--- src/rtl/mux_8_1_rr_sched_if.sv ---
// Handshake and data bundle between the round-robin scheduler and its requesters/downstream.
// The master side is the scheduler; the slave side is the environment that drives requests.
interface mux_8_1_rr_sched_if #(
    parameter int unsigned DATA_W = 1
);
    logic [7:0]          req;
    logic [8*DATA_W-1:0] din;
    logic                out_ready;
    logic                out_valid;
    logic [DATA_W-1:0]   out_data;
    logic [2:0]          sel;
    logic [7:0]          grant;
    logic                busy;

    modport master (
        input  req,
        input  din,
        input  out_ready,
        output out_valid,
        output out_data,
        output sel,
        output grant,
        output busy
    );

    modport slave (
        output req,
        output din,
        output out_ready,
        input  out_valid,
        input  out_data,
        input  sel,
        input  grant,
        input  busy
    );
endinterface

--- src/rtl/mux_8_1_rr_sched.sv ---
// Round-robin scheduler sharing one 8:1 mux output between 8 requesters, with bounded
// bursts per grant and a registered select/grant that is stable for the whole grant.
module mux_8_1_rr_sched #(
    parameter int unsigned DATA_W    = 1,
    parameter int unsigned MAX_BURST = 4
) (
    input  logic                clk,
    input  logic                global_reset,
    mux_8_1_rr_sched_if.master  bus_io
);

    localparam int unsigned BeatW = $clog2(MAX_BURST + 1);

    typedef enum logic [0:0] {StIdle, StBusy} state_e;

    state_e           state_q;
    logic [2:0]       ptr_q;
    logic [2:0]       sel_q;
    logic [7:0]       grant_q;
    logic [BeatW-1:0] beat_q;

    logic [2:0] arb_ptr;
    logic [2:0] arb_idx;
    logic [2:0] win;
    logic       hit;
    logic       out_valid;
    logic       xfer;
    logic       last_beat;
    logic       release_now;

    // On release the search starts just past the current owner, so it ranks last.
    always_comb begin
        arb_ptr = (state_q == StBusy) ? sel_q + 3'd1 : ptr_q;
        arb_idx = 3'd0;
        hit     = 1'b0;
        win     = 3'd0;
        for (int unsigned i = 0; i < 8; i++) begin
            arb_idx = arb_ptr + 3'(i);
            if (!hit && bus_io.req[arb_idx]) begin
                hit = 1'b1;
                win = arb_idx;
            end
        end
    end

    always_comb begin
        out_valid   = (state_q == StBusy) && bus_io.req[sel_q];
        xfer        = out_valid && bus_io.out_ready;
        last_beat   = (beat_q == BeatW'(MAX_BURST - 1));
        release_now = (xfer && last_beat) || !bus_io.req[sel_q];
    end

    always_ff @(posedge clk) begin
        if (global_reset) begin
            state_q <= StIdle;
            ptr_q   <= 3'd0;
            sel_q   <= 3'd0;
            grant_q <= 8'd0;
            beat_q  <= '0;
        end else begin
            unique case (state_q)
                StIdle: begin
                    if (hit) begin
                        state_q <= StBusy;
                        sel_q   <= win;
                        grant_q <= 8'd1 << win;
                        beat_q  <= '0;
                    end
                end
                StBusy: begin
                    if (release_now) begin
                        ptr_q  <= sel_q + 3'd1;
                        beat_q <= '0;
                        if (hit) begin
                            sel_q   <= win;
                            grant_q <= 8'd1 << win;
                        end else begin
                            state_q <= StIdle;
                            grant_q <= 8'd0;
                        end
                    end else if (xfer) begin
                        beat_q <= beat_q + BeatW'(1);
                    end
                end
                default: begin
                    state_q <= StIdle;
                    grant_q <= 8'd0;
                end
            endcase
        end
    end

    assign bus_io.out_valid = out_valid;
    assign bus_io.out_data  = bus_io.din[sel_q*DATA_W +: DATA_W];
    assign bus_io.sel       = sel_q;
    assign bus_io.grant     = grant_q;
    assign bus_io.busy      = (state_q == StBusy);

endmodule

--- src/flat_wrapper.sv ---
// flat-port wrapper written by rule: the top's interface ports become plain ports
module mux_8_1_rr_sched_flat 
#(
    parameter int unsigned DATA_W    = 1,
    parameter int unsigned MAX_BURST = 4
)
  (clk, global_reset, bus_io_req, bus_io_din, bus_io_out_ready, bus_io_out_valid, bus_io_out_data, bus_io_sel, bus_io_grant, bus_io_busy);
  mux_8_1_rr_sched_if #(.DATA_W(DATA_W)) bus_io_i ();
  input  logic clk;
  input  logic global_reset;
  input wire logic [$bits(bus_io_i.req)-1:0] bus_io_req;
  input wire logic [$bits(bus_io_i.din)-1:0] bus_io_din;
  input wire logic [$bits(bus_io_i.out_ready)-1:0] bus_io_out_ready;
  output wire logic [$bits(bus_io_i.out_valid)-1:0] bus_io_out_valid;
  output wire logic [$bits(bus_io_i.out_data)-1:0] bus_io_out_data;
  output wire logic [$bits(bus_io_i.sel)-1:0] bus_io_sel;
  output wire logic [$bits(bus_io_i.grant)-1:0] bus_io_grant;
  output wire logic [$bits(bus_io_i.busy)-1:0] bus_io_busy;
  assign bus_io_i.req = bus_io_req;
  assign bus_io_i.din = bus_io_din;
  assign bus_io_i.out_ready = bus_io_out_ready;
  assign bus_io_out_valid = bus_io_i.out_valid;
  assign bus_io_out_data = bus_io_i.out_data;
  assign bus_io_sel = bus_io_i.sel;
  assign bus_io_grant = bus_io_i.grant;
  assign bus_io_busy = bus_io_i.busy;
  mux_8_1_rr_sched #(.DATA_W(DATA_W), .MAX_BURST(MAX_BURST)) u_core (.clk(clk), .global_reset(global_reset), .bus_io(bus_io_i));
endmodule
--- config.mk ---
export PLATFORM = sky130hd
export DESIGN_NAME = mux_8_1_rr_sched_flat
export DESIGN_NICKNAME = d
export VERILOG_FILES = /design/src/rtl/mux_8_1_rr_sched_if.sv /design/src/rtl/mux_8_1_rr_sched.sv /design/src/flat_wrapper.sv
export SDC_FILE = /design/constraint.sdc
export NUM_CORES = 1
export LEC_CHECK = 0
export CAP_MARGIN = 20
export CORE_MARGIN = 4
export CORE_UTILIZATION = 35
export CTS_CLUSTER_DIAMETER = 50
export DETAILED_ROUTE_END_ITERATION = 7
export PLACE_DENSITY = 0.62
export RECOVER_POWER = 50
export SYNTH_ARGS = -nofsm -noshare
export SYNTH_HDL_FRONTEND = slang
export SYNTH_SLANG_ARGS = --single-unit
export TNS_END_PERCENT = 5
--- constraint.sdc ---
create_clock -name clk -period 8.1 [get_ports clk]
set_input_delay 1.215 -clock clk [delete_from_list [all_inputs] [get_ports clk]]
set_output_delay 1.215 -clock clk [all_outputs]
set_load 0.01 [all_outputs]
After elaboration in Yosys (flattened, before gate mapping)
Index checks and enable logic that the tools add are counted.
W data, S select, Z words.
{"block": "totals", "regBits": 18, "romBits": 0, "latchBits": 0, "inputBits": 19, "wordCells": 101, "out_inout_bits": 14, "mem_bits_rw": 0, "mem_count": 0}
{"block": "op_classes", "mux": 49, "bitwise_logic": 1, "n_div": 0, "reduce_logical": 22, "shift": 2, "multipliers": 0, "eq_ne": 4, "n_lt_le_gt_ge": 9, "n_addsub": 9}
{"cell": "$mux W3", "count": 14}
{"cell": "$lt A3 B4 Y1 const B", "count": 9}
{"cell": "$bmux W1 S3", "count": 9}
{"cell": "$mux W8", "count": 3}
{"cell": "$mux W1", "count": 19}
{"cell": "$pmux W8 S2", "count": 1}
{"cell": "$add A3 B3 Y3 const B", "count": 4}
{"cell": "$pmux W3 S2", "count": 2}
{"cell": "$logic_and A1 B1 Y1", "count": 10}
{"cell": "$add A3 B1 Y3 const B", "count": 3}
{"cell": "$logic_not A1 Y1", "count": 8}
{"cell": "$shiftx A8 B4 Y1", "count": 1}
{"cell": "$shl A1 B3 Y8 const A", "count": 1}
{"cell": "$add A3 B2 Y3 const B", "count": 2}
{"cell": "$reduce_and A2 Y1", "count": 3}
{"cell": "$eq A3 B2 Y1 const B", "count": 1}
{"cell": "$ne A3 B3 Y1 const B", "count": 1}
{"cell": "$ne A2 B1 Y1 const B", "count": 1}
{"cell": "$ne A2 B2 Y1 const B", "count": 1}
{"cell": "$pmux W1 S2", "count": 1}
{"cell": "$logic_or A1 B1 Y1", "count": 1}
{"cell": "$not A1 Y1", "count": 1}

Depth between registers and ports, before layout
{"block": "depth", "ltp_word": 30, "depth_mapped": 14, "ltp_nobuf": 12}

Worst setup path after synthesis
No wires, ideal clock.
{"block": "synth_timing", "kind": "register to register", "start": "reg u_core.sel_q[1], in the netlist u_core.bus_io.sel[1]", "end": "reg u_core.grant_q[4], in the netlist u_core.bus_io.grant[4]", "path_stages_with_launch": 12, "n_path_buf": 1, "required_ps": 7999, "arrival_time_ps": 3296, "setup_ps": 101, "period_less_slack_ps": 3397, "slack_ps": 4703, "cell_sequence": "dfxtp_1 -> ha_1 -> mux2_2 -> clkbuf_1 -> ha_1 -> xnor2_2 -> mux2i_2 -> o2111ai_2 -> nor3b_4 -> nand4b_2 -> o21a_2 -> o41ai_1"}
{"block": "synth_via", "elab_chain_len": 30, "word_cells_on_any_way": 70, "classes_between": "8 x add/sub; 2 x eq/ne; 1 x shift; 39 x mux; 20 x reduce/logical"}
{"item": "start, declared", "line_no": "mux_8_1_rr_sched.sv:18", "text": "logic [2:0] sel_q;"}
{"item": "start signal, assigned", "line_no": "mux_8_1_rr_sched.sv:65", "text": "sel_q <= win;"}
{"item": "start signal, assigned", "line_no": "mux_8_1_rr_sched.sv:75", "text": "sel_q <= win;"}
{"item": "parallel branches: the longest is 30 deep, another holds $add A3 B1 Y3"}
{"item": "end signal, assigned", "line_no": "mux_8_1_rr_sched.sv:66", "text": "grant_q <= 8'd1 << win;"}
{"item": "end signal, assigned", "line_no": "mux_8_1_rr_sched.sv:76", "text": "grant_q <= 8'd1 << win;"}
{"item": "end, declared", "line_no": "mux_8_1_rr_sched.sv:19", "text": "logic [7:0] grant_q;"}
Parallel ways; which one is timed is not known. The select of a mux whose other input is x is not followed.
A chain may end at the register's enable or synchronous reset.

Worst setup path in the final report
{"block": "layout_timing", "start": "in bus_io_req[5]", "end": "out bus_io_out_valid"}
{"block": "layout_via", "elab_chain_len": 3}
{"item": "start, declared", "line_no": "flat_wrapper.sv:11", "text": "input wire logic [$bits(bus_io_i.req)-1:0] bus_io_req;"}
{"item": "$bmux W1 S3", "line_no": "mux_8_1_rr_sched.sv:47", "text": "out_valid = (state_q == StBusy) && bus_io.req[sel_q];"}
{"item": "$mux W1 (not written as such)", "line_no": "mux_8_1_rr_sched.sv:47"}
{"item": "$logic_and A1 B1 Y1", "line_no": "mux_8_1_rr_sched.sv:47"}
{"item": "end, declared", "line_no": "flat_wrapper.sv:14", "text": "output wire logic [$bits(bus_io_i.out_valid)-1:0] bus_io_out_valid;"}
Every way passes these cells. The select of a mux whose other input is x is not followed.

==> qor.txt <==
Startpoint Class -> input port
Arr. time, crit path -> 3.37 ns
Peak supply drop -> 0.000216 V
Leak -> 0.000891 uW
Top-area cell type share of the netlist area -> 18.2%
Layout cells sized above 1 -> 11.5%
Root Driver -> clkbuf_8
GR Util All Layers -> 15.8%
Initial Util -> 36.0%
TritonCTS Buffers -> 3
Fin crit period -> 4.58 ns
Status -> completed
Synth Register Bits -> 18
Critical path type -> in -> out
Required @ worst endpoint -> 6.88 ns
Slowest CP cell -> dlygate4sd3_1
Least-Margin Pin Slew -> 0.667 ns
Critical path cell sequence -> dlygate4sd3_1, mux4_2, mux2i_1, nand2b_1, inv_1, clkdlybuf4s50_1
Post-CTS Hold Buffers -> 0
Fmax achieved -> 218 MHz
First-pass GRT wire length -> 9250 um
Crit path launch -> bus_io_req[5]
Slew Limit Fails -> 0
Drt wl/cell -> 15.9 um
Placer Congestion -> 0.875
Post-synthesis mux area share -> 12.4%
RSZ-0062 raised after global routing -> no
Via count -> 2,060
Vias per cell -> 6.04
Seq/Total Area, Yosys -> 18.2%
Antenna violations before repair -> 0
Synth Area in Simple Gates -> 26.5%
Power Density -> 419 mW/mm2
Hold path start -> u_core.bus_io.grant[7]
Post-synth EDFFs -> 0
Filler cell count -> 567
Synth area leaders -> dfxtp_1, nand3_1, mux4_2
Vias in the first global route -> 1,966
Post-synth cell types -> 62
Synth Area in Compound Gates -> 30.7%
Setup Fix Bufs, Post-CTS -> 0
Drc violations -> 0
Critical path peak fanout -> 6
Final Hold Fails -> 0
CP top delay family -> buffers and inverters
Largest family of logic cells by synthesized area -> compound AO/OA/AOI/OAI gates
First-pass iteration count of the detailed router -> 4
I/O pin total -> 33
Util after Layout -> 43.3%
Worst Path Buf+Inv -> 3
Synth-to-Final Area Change -> 20.1%
H-tree depth -> 1
Skew final -> 0.00388 ns
Worst rel slew slack -> 55.2%
Cell count after synthesis -> 243
Slack of the critical path -> 3.52 ns
CTS Sinks -> 18
Mapped cell area -> 0.00198 mm2
TritonCTS clock tree -> done
Sequential power share -> 14.1%
Final Setup Violations -> 0
Dpl hpwl -> 4140 um
Xor-xnor portion of the synthesized cell area -> 4.79%
Worst setup EP type -> primary output
Crit-path max cell delay -> 0.62 ns
Syn. warnings -> 0
Die width -> 83.3 um
Core ar. -> 0.00551 mm2
Mean Syn Cell Area -> 8.17 um2
Clk pwr share -> 7.4%
Hold Path Class -> reg -> reg
PortBufs -> 32
Non-filler instance count after layout -> 341
Clock latency at the later pin of the worst-skew pair -> 0.26 ns
Number of diodes -> 0
Logic pwr share -> 78.6%
Clock buffer depth -> 2
Row cnt -> 27
FFs w/ async S/R, synth -> 0%
Int Power -> 473 uW
Ys flop type -> dfxtp_1
Largest area contributor in the netlist -> dfxtp_1
Final net count -> 294
Die Y -> 83.3 um
WHS -> 0.469 ns
Clk slew on worst S/H paths -> 0.06 ns
Switch share -> 52.6%
ANT nets after route -> 0
Crit share post-route -> 56.6%
Detailed Route WL -> 5410 um
Max-cap violations -> 0
Pre-CTS setup slack -> 3.65 ns
Initial DRC Count -> 149
Reg2Reg Launch Point -> u_core.bus_io.sel[0]
Net Count, Synth -> 267
Largest net degree at the start of global routing -> 17
Post-CTS sizing -> 0
Multi-input gate area -> 0.00153 mm2
Total grt overflow -> 0
Setup TNS Final -> 0 ns
P_sw -> 525 uW
Inst Count DP -> 337
Die area -> 0.00694 mm2
Register area -> 360 um2
Synth Area in Adders -> 3.15%
==> cell families (layout without fill, tap and decap cells) <==
kind of cell | count (synthesis) | count (layout)
buffers and inverters | 17 | 43
XOR/XNOR | 7 | 7
flip-flops | 18 | 18
AND/OR/NAND/NOR | 99 | 99
AO/OA/AOI/OAI | 80 | 80
adder cells (fa/ha/maj) | 5 | 5
multiplexers | 17 | 17
==> power by group through the flow <==
| stage | sequential [uW] | combinational [uW] | clock (uW) |
|---|---|---|---|
| floorplan | 138 | 616 | 0 |
| global placement | 144 | 785 | 0 |
| detailed placement | 143 | 783 | 0 |
| CTS | 142 | 788 | 75.3 |
| global route | 147 | 861 | 79.9 |
| finish | 140 | 784 | 73.4 |
==> sequential cells by signal, summed over array words and instances, names as in the netlist <==
| register | count |
|---|---|
| u_core.bus_io.busy | 1 |
| u_core.bus_io.sel | 3 |
| u_core.ptr_q | 3 |
| u_core.bus_io.grant | 8 |
| u_core.beat_q | 3 |
==> worst paths after layout <==
check,endpoint,slack (ns),depth (start not counted)
min reg2reg,u_core.bus_io.grant[7],0.47,2
max,bus_io_out_valid,3.52,6
max reg2reg,u_core.bus_io.grant[4],3.96,11
min,u_core.bus_io.grant[7],0.47,2
==> worst reg2reg max path, cell delays in order (launching register included) <==
cell       delay [ns]
dfxtp_1          0.65
nand2_1          0.38
nand2_1          0.30
inv_1            0.17
ha_1             0.32
xnor2_1          0.59
mux2i_2          0.36
o2111ai_2        0.22
nor3b_4          0.39
nand4b_2         0.16
o21a_2           0.18
o41ai_1          0.31
==> cell type report <==
cell class | count | area share (%)
Timing Repair Buffer | 32 | 13.4
Inverter | 7 | 1.10
Sequential cell | 18 | 15.1
Clock buffer | 4 | 2.31
Multi-Input combinational cell | 208 | 64.3
Tap cell | 72 | 3.78
==> routing by layer <==
layer	share of wire (%)	global-route usage (%)	up-vias
li1	-	-	1009
met3	4.9	1.69	12
met5	0	0	-
met4	2.6	6.24	0
met2	44	25.1	74
met1	48	21.6	965
==> metrics by stage <==
stage | area, um2 | power, uW
floorplan | 1980 | 754
global placement | 2340 | 929
detailed placement | 2340 | 926
CTS | 2390 | 1010
global route | 2380 | 1090
finish | 2380 | 998
==> placed cells by master, fill, tap and decap left out, types with 6 or more instances in the layout <==
cell type / instances
clkdlybuf4s50_1: 19
nand2_1: 10
dfxtp_1: 18
dlygate4sd3_1: 13
a21oi_1: 11
inv_1: 6
mux2i_1: 7
o21ai_0: 15
nor2_1: 19
o211ai_1: 6
a211oi_1: 9
and2_1: 8
nand3_1: 36
o41ai_1: 8
==> cell usage after synthesis (all sizes together) (2+ instances only) <==
cell / count
o21a: 4
and2: 9
a2111oi: 2
inv: 6
mux4: 4
buf: 7
nand4: 4
ha: 5
o21ai: 17
nor4: 2
nand2b: 4
mux2: 4
o41ai: 8
nand2: 11
o211a: 2
o211ai: 6
a211oi: 9
mux2i: 9
nor2: 20
a41oi: 2
nor3: 2
and3: 5
xnor2: 7
a31oi: 5
dfxtp: 18
a21oi: 11
nand3: 36
or2: 2
clkbuf: 3
Power figures use the tool's default switching activity.
